<file path="config.mk">
export PLATFORM = sky130hd
export DESIGN_NAME = frame_strobe_sequencer
export DESIGN_NICKNAME = d
export VERILOG_FILES = /design/src/rtl/frame_cfg_pkg.sv /design/src/rtl/frame_crc16.sv /design/src/rtl/frame_strobe_sequencer.sv
export SDC_FILE = /design/constraint.sdc
export NUM_CORES = 1
export LEC_CHECK = 0
export BUFFER_PORTS_ARGS = -buffer_cell sky130_fd_sc_hd__buf_2
export CAP_MARGIN = 20
export CORE_ASPECT_RATIO = 1.1
export CORE_MARGIN = 2
export CORE_UTILIZATION = 45
export DETAILED_ROUTE_END_ITERATION = 6
export PLACE_DENSITY = 0.76
export SLEW_MARGIN = 40
export SYNTH_ARGS = -nofsm -noshare
export SYNTH_HDL_FRONTEND = slang
export SYNTH_SLANG_ARGS = --single-unit
</file>
<file path="constraint.sdc">
create_clock -name CLK -period 3.3 [get_ports CLK]
set_input_delay 0.165 -clock CLK [delete_from_list [all_inputs] [get_ports CLK]]
set_output_delay 0.165 -clock CLK [all_outputs]
set_load 0.005 [all_outputs]
</file>
<file path="src/rtl/frame_cfg_pkg.sv">
// frame_cfg_pkg: header layout, CRC constants and FSM encoding shared by the frame strobe sequencer
package frame_cfg_pkg;
  localparam logic [7:0] FRAME_MAGIC = 8'hFA;
  localparam int MAGIC_MSB = 31;
  localparam int MAGIC_LSB = 24;
  localparam int IDX_MSB = 4;
  localparam int IDX_LSB = 0;
  localparam logic [15:0] CRC16_POLY = 16'h1021;
  localparam logic [15:0] CRC16_INIT = 16'hFFFF;
  typedef enum logic [2:0] {HDR, DROP, DATA, SETUP, STROBE, HOLD} frameState_t;
endpackage

</file>
<file path="src/rtl/frame_crc16.sv">
// frame_crc16: one 32-bit MSB-first step of CRC-16-CCITT, purely combinational
module frame_crc16
  import frame_cfg_pkg::*;
(
  input  logic [15:0] crcIn,
  input  logic [31:0] data,
  output logic [15:0] crcOut
);
  always_comb begin
    crcOut = crcIn;
    for (int i = 31; i >= 0; i--)
      crcOut = {crcOut[14:0], 1'b0} ^ ((crcOut[15] ^ data[i]) ? CRC16_POLY : 16'h0000);
  end
endmodule

</file>
<file path="src/rtl/frame_strobe_sequencer.sv">
// frame_strobe_sequencer: header/data stream to one-hot frame strobes with setup/hold; FRAME_CRC_EN adds a crc output
module frame_strobe_sequencer
  import frame_cfg_pkg::*;
#(
  parameter int MaxFramesPerCol = 20,
  parameter int FrameBitsPerRow = 32
) (
  input  logic                       CLK,
  input  logic                       resetn,
  input  logic                       s_valid,
  output logic                       s_ready,
  input  logic [FrameBitsPerRow-1:0] s_data,
  output logic [FrameBitsPerRow-1:0] FrameData,
  output logic [MaxFramesPerCol-1:0] FrameStrobe,
  output logic                       busy,
  output logic                       err,
  input  logic                       err_clr,
  output logic [15:0]                frames_written
`ifdef FRAME_CRC_EN
  ,
  output logic [15:0]                crc
`endif
);
  frameState_t state, stateNext;
  logic [4:0] idx;
  logic xfer, magicOk, idxOk, errSet;
  assign s_ready = state inside {HDR, DROP, DATA};
  assign busy = state != HDR;
  assign xfer = s_valid && s_ready;
  assign magicOk = s_data[MAGIC_MSB:MAGIC_LSB] == FRAME_MAGIC;
  assign idxOk = int'(s_data[IDX_MSB:IDX_LSB]) < MaxFramesPerCol;
  assign errSet = xfer && state == HDR && !(magicOk && idxOk);
  always_comb begin
    stateNext = state;
    case (state)
      HDR:     if (xfer) stateNext = !magicOk ? HDR : idxOk ? DATA : DROP;
      DROP:    if (xfer) stateNext = HDR;
      DATA:    if (xfer) stateNext = SETUP;
      SETUP:   stateNext = STROBE;
      STROBE:  stateNext = HOLD;
      default: stateNext = HDR;
    endcase
  end
  always_ff @(posedge CLK or negedge resetn)
    if (!resetn) begin
      state <= HDR;
      idx <= '0;
      FrameData <= '0;
      FrameStrobe <= '0;
      err <= 1'b0;
      frames_written <= '0;
    end else begin
      state <= stateNext;
      if (xfer && state == HDR && magicOk && idxOk) idx <= s_data[IDX_MSB:IDX_LSB];
      if (xfer && state == DATA) FrameData <= s_data;
      FrameStrobe <= state == SETUP ? MaxFramesPerCol'(1) << idx : '0;
      if (state == STROBE) frames_written <= frames_written + 16'd1;
      err <= errSet || (err && !err_clr);
    end
`ifdef FRAME_CRC_EN
  logic [15:0] crcNext;
  frame_crc16 u_crc (.crcIn(crc), .data(FrameData), .crcOut(crcNext));
  always_ff @(posedge CLK or negedge resetn)
    if (!resetn) crc <= CRC16_INIT;
    else if (err_clr) crc <= CRC16_INIT;
    else if (state == STROBE) crc <= crcNext;
`endif
endmodule

</file>
=== Word-level counts from Yosys, hierarchy flattened ===
Index checks and enable logic that the tools add are counted.
Widths: inputs -> output; s select.

* Register bits after elaboration: 77
* Logic and storage cells: 39
* Output and inout port bits: 71

* Muxes and demuxes: 7
* Add/sub/neg operators: 1
* $lt $le $gt $ge: 1
* Equal/unequal tests: 8
* Reductions and logical operators: 15
* Shift-type cells: 1

{| class="wikitable"
|+ Operator list
! operator !! number
|-
| $mux 20 || 1
|-
| $shl 1x5->20 const A || 1
|-
| $add 16x1->16 const B || 1
|-
| $pmux 3 s5 || 1
|-
| $mux 3 || 3
|-
| $eq 8x8->1 const B || 1
|-
| $logic_and 1x1->1 || 8
|-
| $eq 3x2->1 const B || 2
|-
| $ne 2x2->1 const B || 3
|-
| $reduce_bool 3->1 || 2
|-
| $lt 5x5->1 const B || 1
|-
| $mux 2 || 2
|-
| $eq 3x1->1 const B || 1
|-
| $eq 3x3->1 const B || 1
|-
| $logic_not 3->1 || 1
|-
| $reduce_and 3->1 || 1
|-
| $logic_not 1->1 || 2
|-
| $logic_or 1x1->1 || 1
|}

=== Logic depth before layout (Yosys ltp) ===
Gate-level depths: netlist of the first run.

* Depth after elaboration: 6
* Mapped depth: 6

=== Worst setup path after synthesis of the first run ===
Ideal clock, no wire load.

* Path kind: register -> register
* Start point: register state[0]
* End point: register FrameData[11]
* Stages on the path, launching flop included: 7
* Buffers on the path: 3
* Arrival: 1.421 ns
* Clock period less this slack: 1.546 ns
* Slack: 1.754 ns
* Required time: 3.175 ns
* Library setup time: 0.125 ns
* Cells stage by stage: dfrtp_1 > buf_4 > nor2_1 > and3_1 > clkbuf_2 > buf_4 > mux2_2

* Cells in the longest elaborated chain, start to end: 4
* Elaborated cells on any way between the ends: 6
* Those cells by class: 2 x eq/ne; 4 x reduce/logical

{| class="wikitable"
|+ Ends and longest elaborated chain
! element !! RTL line !! source
|-
| start, declared || frame_strobe_sequencer.sv:24 || <nowiki>frameState_t state, stateNext;</nowiki>
|-
| start signal, assigned || frame_strobe_sequencer.sv:53 || <nowiki>state <= stateNext;</nowiki>
|-
| $eq 3x1->1 (tied with other cells) || frame_strobe_sequencer.sv:27 || <nowiki>assign s_ready = state inside {HDR, DROP, DATA};</nowiki>
|-
| $reduce_bool 3->1 || frame_strobe_sequencer.sv:27 ||
|-
| $logic_and 1x1->1 || frame_strobe_sequencer.sv:29 || <nowiki>assign xfer = s_valid && s_ready;</nowiki>
|-
| $logic_and 1x1->1 * || frame_strobe_sequencer.sv:55 || <nowiki>if (xfer && state == DATA) FrameData <= s_data;</nowiki>
|-
| end signal, assigned || frame_strobe_sequencer.sv:55 ||
|-
| end, declared || frame_strobe_sequencer.sv:13 || <nowiki>output logic [FrameBitsPerRow-1:0] FrameData,</nowiki>
|}

Every way passes the cells marked *; elsewhere a longest branch is shown, timed or not.
A chain may end at the register's enable or synchronous reset.

=== Worst setup path in the final report of the first run ===
* Start point: register state[0]
* End point: register FrameData[8]

The elaborated chain is that of the path after synthesis.

==> flow_summary.toml, run 1 <==
[final_layout]
nFillCells = 559
diodes = 0
layout.nets = 367
drive_above_1_share_pct = 51.9
multiInputGateArea_sq_mm = 0.00103
utilization_pct = 58.4
regArea_sq_mm = 0.00193
syn2layout_area_growth_pct = 26.2

[power]
p_clk_share_pct = 28.1
powerDensity_mw_per_mm2 = 619
p_sw_share_pct = 28.2
power_frac_seq_pct = 52.0
combPwrFrac_pct = 19.9
ir_drop_uv = 334
switching_power_uw = 669
leakagePower_nw = 2.11
p_int_mw = 1.70

[global_routing]
grt_pass1_wl_um = 9010
grtUsageMet1_pct = 20.1
top_usage_layer = "met2"
grt_antenna_before_repair = 0
track_usage_pct = 15.7
grt_pass1_vias = 2005
use_met2_pct = 24.7
grt_use_met3_pct = 4.62
overflow = 0
grt_start_max_net_pins = 78

[detailed_routing]
final_antenna_net_count = 0
vias = 2056
finalWirelength_um = 5580
wl_per_cell_um = 13.4
first_iter_violations = 76
remaining_drc_errors = 0
viasPerCell = 4.93
dr.pass1.iters = 4

[sta]
max-slew-margin-rel_pct = 56.1
setup_violations = 0
rsz0062_at_grt = "false"
layout_setup_ws_ns = 1.52
drv_slew = 0
worstMarginPinSlew_ns = 0.658
finalSetupTns_ns = 0
hold_viol_final = 0
fin_crit_sh_pct = 53.9
skew_ns = 0.0131
period_minus_slack_ns = 1.78
max_freq_mhz = 562

[placed_design]
place_ws_ns = 1.52
place_congestion = 0.820
io_buffers = 106
hpwl_um = 4020

[yosys]
syn_inst = 220
synth.area.top_cells = "dfrtp_1 63%, mux2_2 14%, xnor2_1 3.8%"
synth.avg_cell_area_sq_um = 13.8
synth_top_area_share_pct = 63.5
synth_ff_type = "dfrtp_1"
ys_async_sr_fraction_pct = 100
synth_edf_count = 0
yosys_warnings = 0
synthTopCellsByCount = "77 x dfrtp_1, 37 x mux2_2, 18 x nor2_1, 13 x nand2_1, 13 x xnor2_1"
synth-seq-cells = 77
syn-num-nets = 257
yosys.cell_count.top_type = "dfrtp_1"
synth.distinct_cells = 38
ys_seq_area_share_pct = 63.5
syn_area_sq_mm = 0.00304
synth_top_area_cell = "dfrtp_1"

[worst_setup_path]
required_ns = 3.52
path_max_fanout = 32
cp_slowest_stage_delay_ns = 0.50
cp.arrival_ns = 2.00
cp_num_buf_inv = 1
cp-start-kind = "flip-flop"
critical_path_class = "flip-flop to flip-flop"
cp_top_family = "flip-flops"
crit_slowest_cell = "dfrtp_1"
path_cells = "nor2_1 > and3_1 > buf_4 > mux2_2"
end_kind = "flip-flop"

[floorplan]
die_height_um = 90.1
die_w_um = 82.3
num_rows = 31
core_sq_mm = 0.00656
dieArea_sq_mm = 0.00742
initial_core_util_pct = 46.3
io_pins = 107

[run_status]
status = "complete, no violations"

[clocking]
clk_pin_slew_ns = 0.08
numCtsBuffers = 9
cts.sinks = 77
clkLatencyLatePin_ns = 0.34
root_buffer = "clkbuf_8"
cts_setup_buffers = 0
post_cts_resize_count = 0
postCtsHoldBufs = 1
cts_tree = "yes"
cts.path.max_buffers = 2
htree_levels = 3

[hold_path]
holdCritPathClass = "input port to flip-flop"

[flow_run]
drv_cap = 0
[routing by layer]
layer | up-vias | part of all wire [%]
met5 | - | 0
met4 | 0 | 1.4
met3 | 8 | 6.6
met2 | 71 | 48
met1 | 1008 | 44
li1 | 969 | -
[registers in the layout, summed over array words and instances, names as in the netlist]
signal / flops
FrameData: 32
FrameStrobe: 20
err: 1
frames_written: 16
idx: 5
state: 3
[through the flow]
stage,hold slack (ns),area [sq um],power [mW],instances
4_1_cts,0.000623,3820,2.41,416
3_5_place_dp,0.236,3620,1.73,399
3_3_place_gp,0.363,3610,1.71,399
6_report,0.0479,3830,2.37,417
2_1_floorplan,-0.131,3040,1.47,220
5_1_grt,0.0314,3830,2.52,417
[path summary, 6_finish.rpt]
check	start	endpoint	slack (ns)	cells past startpoint
worst max-delay path	state[0]$_DFFE_PN0P_	FrameData[8]$_DFFE_PN0P_	1.52	4
worst min-delay path	s_data[17]	FrameData[17]$_DFFE_PN0P_	0.05	2
worst max register to register	state[0]$_DFFE_PN0P_	FrameData[8]$_DFFE_PN0P_	1.52	4
worst min register to register	frames_written[15]$_DFFE_PN0P_	frames_written[15]$_DFFE_PN0P_	0.47	1
max in group asynchronous	resetn	FrameData[10]$_DFFE_PN0P_	2.44	2
min in group asynchronous	resetn	frames_written[7]$_DFFE_PN0P_	0.41	2
[power by group through the flow]
stage / combinational [mW] / sequential [mW] / clock, mW
after global placement: 0.468 / 1.24 / 0
after global routing: 0.526 / 1.26 / 0.732
after detailed placement: 0.484 / 1.25 / 0
final: 0.472 / 1.23 / 0.666
after CTS: 0.484 / 1.24 / 0.690
after floorplan: 0.226 / 1.25 / 0
[cell type report]
type                            instances  share of cell area, %
Tap cell                               82                   2.68
Inverter                                3                  0.294
Sequential cell                        77                   50.3
Clock inverter                          7                   1.83
Multi-Input combinational cell        130                   26.9
Timing Repair Buffer                  109                   14.7
Clock buffer                            9                   3.23
[cells in the final DEF (no fill, tap or decap), types with 2 or more instances in the layout]
master | synthesis | routed
nand3b_1 | 3 | 3
clkbuf_8 | 0 | 9
inv_1 | 3 | 3
dfrtp_1 | 77 | 77
nor3_1 | 5 | 5
a21oi_1 | 3 | 3
xnor2_1 | 13 | 13
dlygate4sd3_1 | 0 | 2
nor2_1 | 18 | 18
nand4_1 | 4 | 4
and3_1 | 4 | 4
and3_2 | 4 | 4
xor2_1 | 2 | 2
mux2_2 | 37 | 37
nand3_2 | 4 | 4
buf_2 | 1 | 105
nand2_1 | 13 | 13
and4_1 | 2 | 2
clkinv_4 | 0 | 3
[kinds of logic (layout without fill, tap and decap cells)]
logic type               after synthesis  in the layout  share of synthesized area [%]
AND/OR/NAND/NOR                       70             70                           13.9
adder cells (fa/ha/maj)                1              1                          0.412
multiplexers                          38             38                           14.1
flip-flops                            77             77                           63.5
XOR/XNOR                              15             15                           4.33
buffers and inverters                 13            128                           2.56
AO/OA/AOI/OAI                          6              6                           1.24
No activity file was read; power rests on OpenSTA's default activity.
==> inputs of run 2 (changes only) <==
==> constraint.sdc (replaced) <==
create_clock -name CLK -period 1.8 [get_ports CLK]
set_input_delay 0.09 -clock CLK [delete_from_list [all_inputs] [get_ports CLK]]
set_output_delay 0.09 -clock CLK [all_outputs]
set_load 0.005 [all_outputs]
==> run 2 against run 1 <==
  * Non-clock buffer count is 34 higher
  * Die area stayed put
  * Register-to-register slack worse by 1.4 ns
  * Wire length is 13% higher
  * Critical path depth is 2 higher
  * Clock skew is 0.0056 ns lower
  * Global-route usage is 2.9 points higher
  * Clock power is 110% higher
  * Critical endpoint is now idx[3]$_DFFE_PN0P_
  * Largest power group unchanged
  * Highest routed layer unchanged
==> flow_summary.toml, run 2 (same netlist as run 1, synthesis figures left out) <==
[global_routing]
grt_antenna_before_repair = 0
track_usage_pct = 18.6
overflow = 0
grt_pass1_wl_um = 10600
grt_start_max_net_pins = 41
grt_pass1_vias = 2316

[power]
powerDensity_mw_per_mm2 = 1100
power_mw = 4.64
ir_drop_uv = 675
leakagePower_nw = 2.28

[sta]
setup_violations = 0
finalSetupTns_ns = 0
worstMarginPinSlew_ns = 0.496
hold_viol_final = 0
fin_crit_sh_pct = 94.5
period_minus_slack_ns = 1.70
max-slew-margin-rel_pct = 66.9
rsz0062_at_grt = "false"
drv_slew = 0
max_freq_mhz = 588
skew_ns = 0.00751

[placed_design]
placed_cells = 403
io_buffers = 106
place_area_sq_mm = 0.00367
place_congestion = 0.751
hpwl_um = 4230

[worst_setup_path]
cp_num_buf_inv = 2
cp.arrival_ns = 1.93
cp_slowest_stage_delay_ns = 0.53
cp_top_family = "simple AND/OR/NAND/NOR gates"
cp-start-kind = "input port"
required_ns = 2.03
end_kind = "flip-flop"
critical_path_class = "input port to flip-flop"
path_cells = "dlygate4sd3_1 > buf_2 > nor4bb_2 > and3_1 > and2b_1 > mux2_2"
crit_slowest_cell = "dlygate4sd3_1"
path_max_fanout = 5

[floorplan]
core_sq_mm = 0.00656
dieArea_sq_mm = 0.00742
num_rows = 31
initial_core_util_pct = 46.3
die_height_um = 90.1
die_w_um = 82.3
io_pins = 107

[detailed_routing]
first_iter_violations = 76
vias = 2155
dr.pass1.iters = 4
viasPerCell = 4.78
wl_per_cell_um = 13.9
finalWirelength_um = 6280
remaining_drc_errors = 0
final_antenna_net_count = 0

[clocking]
htree_levels = 3
cts.sinks = 77
clkLatencyLatePin_ns = 0.35
numCtsBuffers = 9
cts.path.max_buffers = 2
cts_setup_buffers = 0
cts_tree = "yes"
root_buffer = "clkbuf_8"
clk_pin_slew_ns = 0.08

[final_layout]
nFillCells = 509
final_cell_mix = "105 x buf_2, 77 x dfrtp_1, 37 x mux2_2"
layout.nets = 401
fin_area_sq_mm = 0.00422
diodes = 0
largestRegisters = "FrameData (32), FrameStrobe (20), frames_written (16)"
multiInputGateArea_sq_mm = 0.00104
final_common_cell = "buf_2"
regArea_sq_mm = 0.00193
drive_above_1_share_pct = 48.5
final_cells = 451
largest_register_ffs = 32
largest-register = "FrameData"
syn2layout_area_growth_pct = 39.0

[flow_run]
drv_cap = 0

[run_status]
status = "complete, no violations"

[hold_path]
holdCritPathClass = "input port to flip-flop"
[run 2: path summary, 6_finish.rpt]
check / from / endpoint / slack, ns / depth (start not counted)
max: s_data[26] / idx[3]$_DFFE_PN0P_ / 0.1 / 6
min reg2reg: frames_written[15]$_DFFE_PN0P_ / frames_written[15]$_DFFE_PN0P_ / 0.48 / 1
min: s_data[4] / idx[4]$_DFFE_PN0P_ / 0.02 / 2
max in group asynchronous: resetn / FrameData[5]$_DFFE_PN0P_ / 0.98 / 3
max reg2reg: state[0]$_DFFE_PN0P_ / frames_written[14]$_DFFE_PN0P_ / 0.15 / 5
min in group asynchronous: resetn / idx[0]$_DFFE_PN0P_ / 0.26 / 2
[run 2: layout make-up]
class	instances	share of cell area, %
repair buffers	143	21.7
clock inverters	7	2.37
flip-flops and latches	77	45.7
multi-input cells	130	24.6
clock buffers	9	2.94
inverters	3	0.267
well taps	82	2.43
[run 2: report_power, final]
group          leakage [nW]  internal (mW)  switching (mW)
logic                  1.12          0.589           0.377
registers              1.05           2.06           0.184
clock network         0.113          0.787           0.645
[run 2: repair_timing]
item / CTS / global route
hold buffers: 32 / 0
setup endpoints to repair: 0 / 5
resized for setup: 0 / 1
endpoints found under the hold margin: 71 / 0
[run 2: stage by stage]
stage | setup slack (ns) | hold WS, ns | utilization, %
CTS | 0.0124 | 0.00533 | 64.2
global placement | 0.200 | 0.0908 | 55.9
detailed placement | 0.165 | 0.0935 | 55.9
global route | 0.0141 | 0.0125 | 64.3
floorplan | 0.254 | -0.206 | -
finish | 0.0991 | 0.0220 | 64.3
[run 2: layer usage]
metal	routed length [um]	global-route usage, %	part of all wire (%)
met1	2570	21.7	41
met2	3160	30.8	50
met3	415	5.02	6.6
met4	126	9.17	2.0
met5	0	0	0
==> inputs of run 3 (changes only) <==
--- a/config.mk
+++ b/config.mk
@@ -5,8 +5,7 @@
 export SDC_FILE = /design/constraint.sdc
 export NUM_CORES = 1
 export LEC_CHECK = 0
-export BUFFER_PORTS_ARGS = -buffer_cell sky130_fd_sc_hd__buf_2
-export CAP_MARGIN = 20
+export BUFFER_PORTS_ARGS = -buffer_cell sky130_fd_sc_hd__clkbuf_2
 export CORE_ASPECT_RATIO = 1.1
 export CORE_MARGIN = 2
 export CORE_UTILIZATION = 45
==> constraint.sdc (replaced) <==
create_clock -name CLK -period 1.57 [get_ports CLK]
set_input_delay 0.0785 -clock CLK [delete_from_list [all_inputs] [get_ports CLK]]
set_output_delay 0.0785 -clock CLK [all_outputs]
set_load 0.005 [all_outputs]
==> run 3 against run 2 <==
  * Worst hold slack worse by 0.0051 ns
  * Setup slack got worse by 0.055 ns
  * Global-route usage fell by 0.81 points
  * Register-to-register slack worse by 0.08 ns
  * Sequential share of layout area is essentially flat
  * Clock power down 6%
  * Non-clock buffer count increased by 4
  * Via count rose by 0.74%
  * First-iteration DRC count down 25%
  * Cell count increased by 0.89%
  * Die area is the same
  * Critical endpoint is now idx[1]$_DFFE_PN0P_
  * Largest power group unchanged
  * Highest routed layer unchanged
==> flow_summary.toml, run 3 (same netlist as run 1, synthesis figures left out) <==
[hold_path]
worstHoldStart = "s_data[3]"
holdCritPathClass = "input port to flip-flop"

[clocking]
clk_pin_slew_ns = 0.08
htree_levels = 3
cts.path.max_buffers = 2
cts_setup_buffers = 0
cts.sinks = 77
numCtsBuffers = 9
clkLatencyLatePin_ns = 0.33
cts_tree = "yes"
root_buffer = "clkbuf_8"

[sta]
max_freq_mhz = 655
setup_violations = 0
drv_slew = 0
skew_ns = 0.0111
worstMarginPinSlew_ns = 0.464
period_minus_slack_ns = 1.53
hold_viol_final = 0
fin_crit_sh_pct = 97.2
layout_setup_ws_ns = 0.0437
max-slew-margin-rel_pct = 69.1

[placed_design]
io_buffers = 106
place_congestion = 0.767
placed_cells = 408
place_area_sq_mm = 0.00370
hpwl_um = 4260
place_ws_ns = -0.0143

[power]
ir_drop_uv = 804
leakagePower_nw = 2.23
powerDensity_mw_per_mm2 = 1200

[worst_setup_path]
critical_path_class = "input port to flip-flop"
reg2regPathDepth = 4
r2r_end = "FrameData[0]$_DFFE_PN0P_"
r2r_setup_slack_ns = 0.07
r2r_start = "state[2]$_DFFE_PN0P_"
crit_slowest_cell = "dlygate4sd3_1"
required_ns = 1.79
cp.arrival_ns = 1.74
cp_slowest_stage_delay_ns = 0.55
crit_start = "s_data[31]"
path_cells = "dlygate4sd3_1 > clkbuf_2 > and4_4 > and3_1 > and2b_2 > mux2_2"
crit_end = "idx[1]$_DFFE_PN0P_"
cp-start-kind = "input port"
end_kind = "flip-flop"
path_max_fanout = 5

[global_routing]
grt_pass1_wl_um = 10200
grt_pass1_vias = 2208
track_usage_pct = 17.8
overflow = 0
grt_antenna_before_repair = 0
grt_start_max_net_pins = 37

[detailed_routing]
vias = 2171
wl_per_cell_um = 13.7
dr.pass1.iters = 3
remaining_drc_errors = 0
viasPerCell = 4.77
first_iter_violations = 57
finalWirelength_um = 6250
final_antenna_net_count = 0

[final_layout]
drive_above_1_share_pct = 50.1
diodes = 0
final_cell_mix = "104 x clkbuf_2, 76 x dfrtp_1, 37 x mux2_2"
largestRegisters = "FrameData (32), FrameStrobe (20), frames_written (16)"
largest-register = "FrameData"
syn2layout_area_growth_pct = 39.1
largest_register_ffs = 32
layout.nets = 405
fin_area_sq_mm = 0.00422
final_cells = 455
final_common_cell = "clkbuf_2"
nFillCells = 527

[flow_run]
drv_cap = 0

[floorplan]
initial_core_util_pct = 46.3
die_w_um = 82.3
dieArea_sq_mm = 0.00742
num_rows = 31
die_height_um = 90.1
core_sq_mm = 0.00656
io_pins = 107

[run_status]
status = "complete, no violations"
==> run 3: changes by cell type in the layout (fill, tap and decap cells not counted), sizes merged, moves of 2 or more <==
cell      delta
clkbuf     +107
buf         -99
clkinv       -4
bufinv       -2
clkinvlp     +2
==> run 3: stage by stage <==
step / utilization, % / hold WS, ns / power, mW / setup TNS, ns
2_1_floorplan: - / -0.217 / 3.10 / 0
3_3_place_gp: 56.5 / 0.0639 / 3.63 / 0
3_5_place_dp: 56.5 / 0.0663 / 3.69 / -0.0143
4_1_cts: 64.0 / 0.0105 / 5.11 / 0
5_1_grt: 64.4 / 0.0127 / 5.36 / -0.00543
6_report: 64.4 / 0.0169 / 5.07 / 0
==> run 3: worst min path at each step <==
stage                                          to  slack (ns)  cells after the start
floorplan                FrameData[0]$_DFFE_PN0P_       -0.22                      0
global placement    frames_written[9]$_DFFE_PN0P_        0.06                      1
detailed placement  frames_written[8]$_DFFE_PN0P_        0.07                      1
CTS                      FrameData[4]$_DFFE_PN0P_        0.01                      2
global route                   idx[4]$_DFFE_PN0P_        0.01                      2
finish                         idx[3]$_DFFE_PN0P_        0.02                      2
==> run 3: final cells by class <==
cell class	instances	area (sq um)	share of cell area (%)
inverters	3	11.3	0.267
multi-input cells	130	1040	24.7
repair buffers	147	957	22.7
clock buffers	12	145	3.44
flip-flops and latches	77	1930	45.7
clock inverters	4	32.5	0.771
well taps	82	103	2.43
==> run 3: worst max-delay path: cells and delay by family <==
family / cells / cell delay [ns]
and+or+nand+nor: 3 / 0.62
muxes: 1 / 0.36
buffers and inverters: 2 / 0.68
==> run 3: metal layers <==
metal  vias up  track usage (%)  share of wire (%)
li1       1049                -                  -
met1      1038             21.2                 40
met2        70             29.2                 51
met3        14             5.42                6.7
met4         0             7.50                2.3
met5         -                0                  0
==> run 3: report_power, final <==
group	internal (mW)	leakage (nW)	switching, mW
sequential	2.36	1.05	0.219
clock	0.627	0.0832	0.708
combinational	0.705	1.10	0.450
total	3.70	2.23	1.38
==> run 3: timing repair <==
action                                 in CTS  in global routing
hold buffers                               31                  0
setup endpoints to repair                   1                 45
resized for setup                           1                 10
cloned                                      0                  0
endpoints found under the hold margin      66                  0
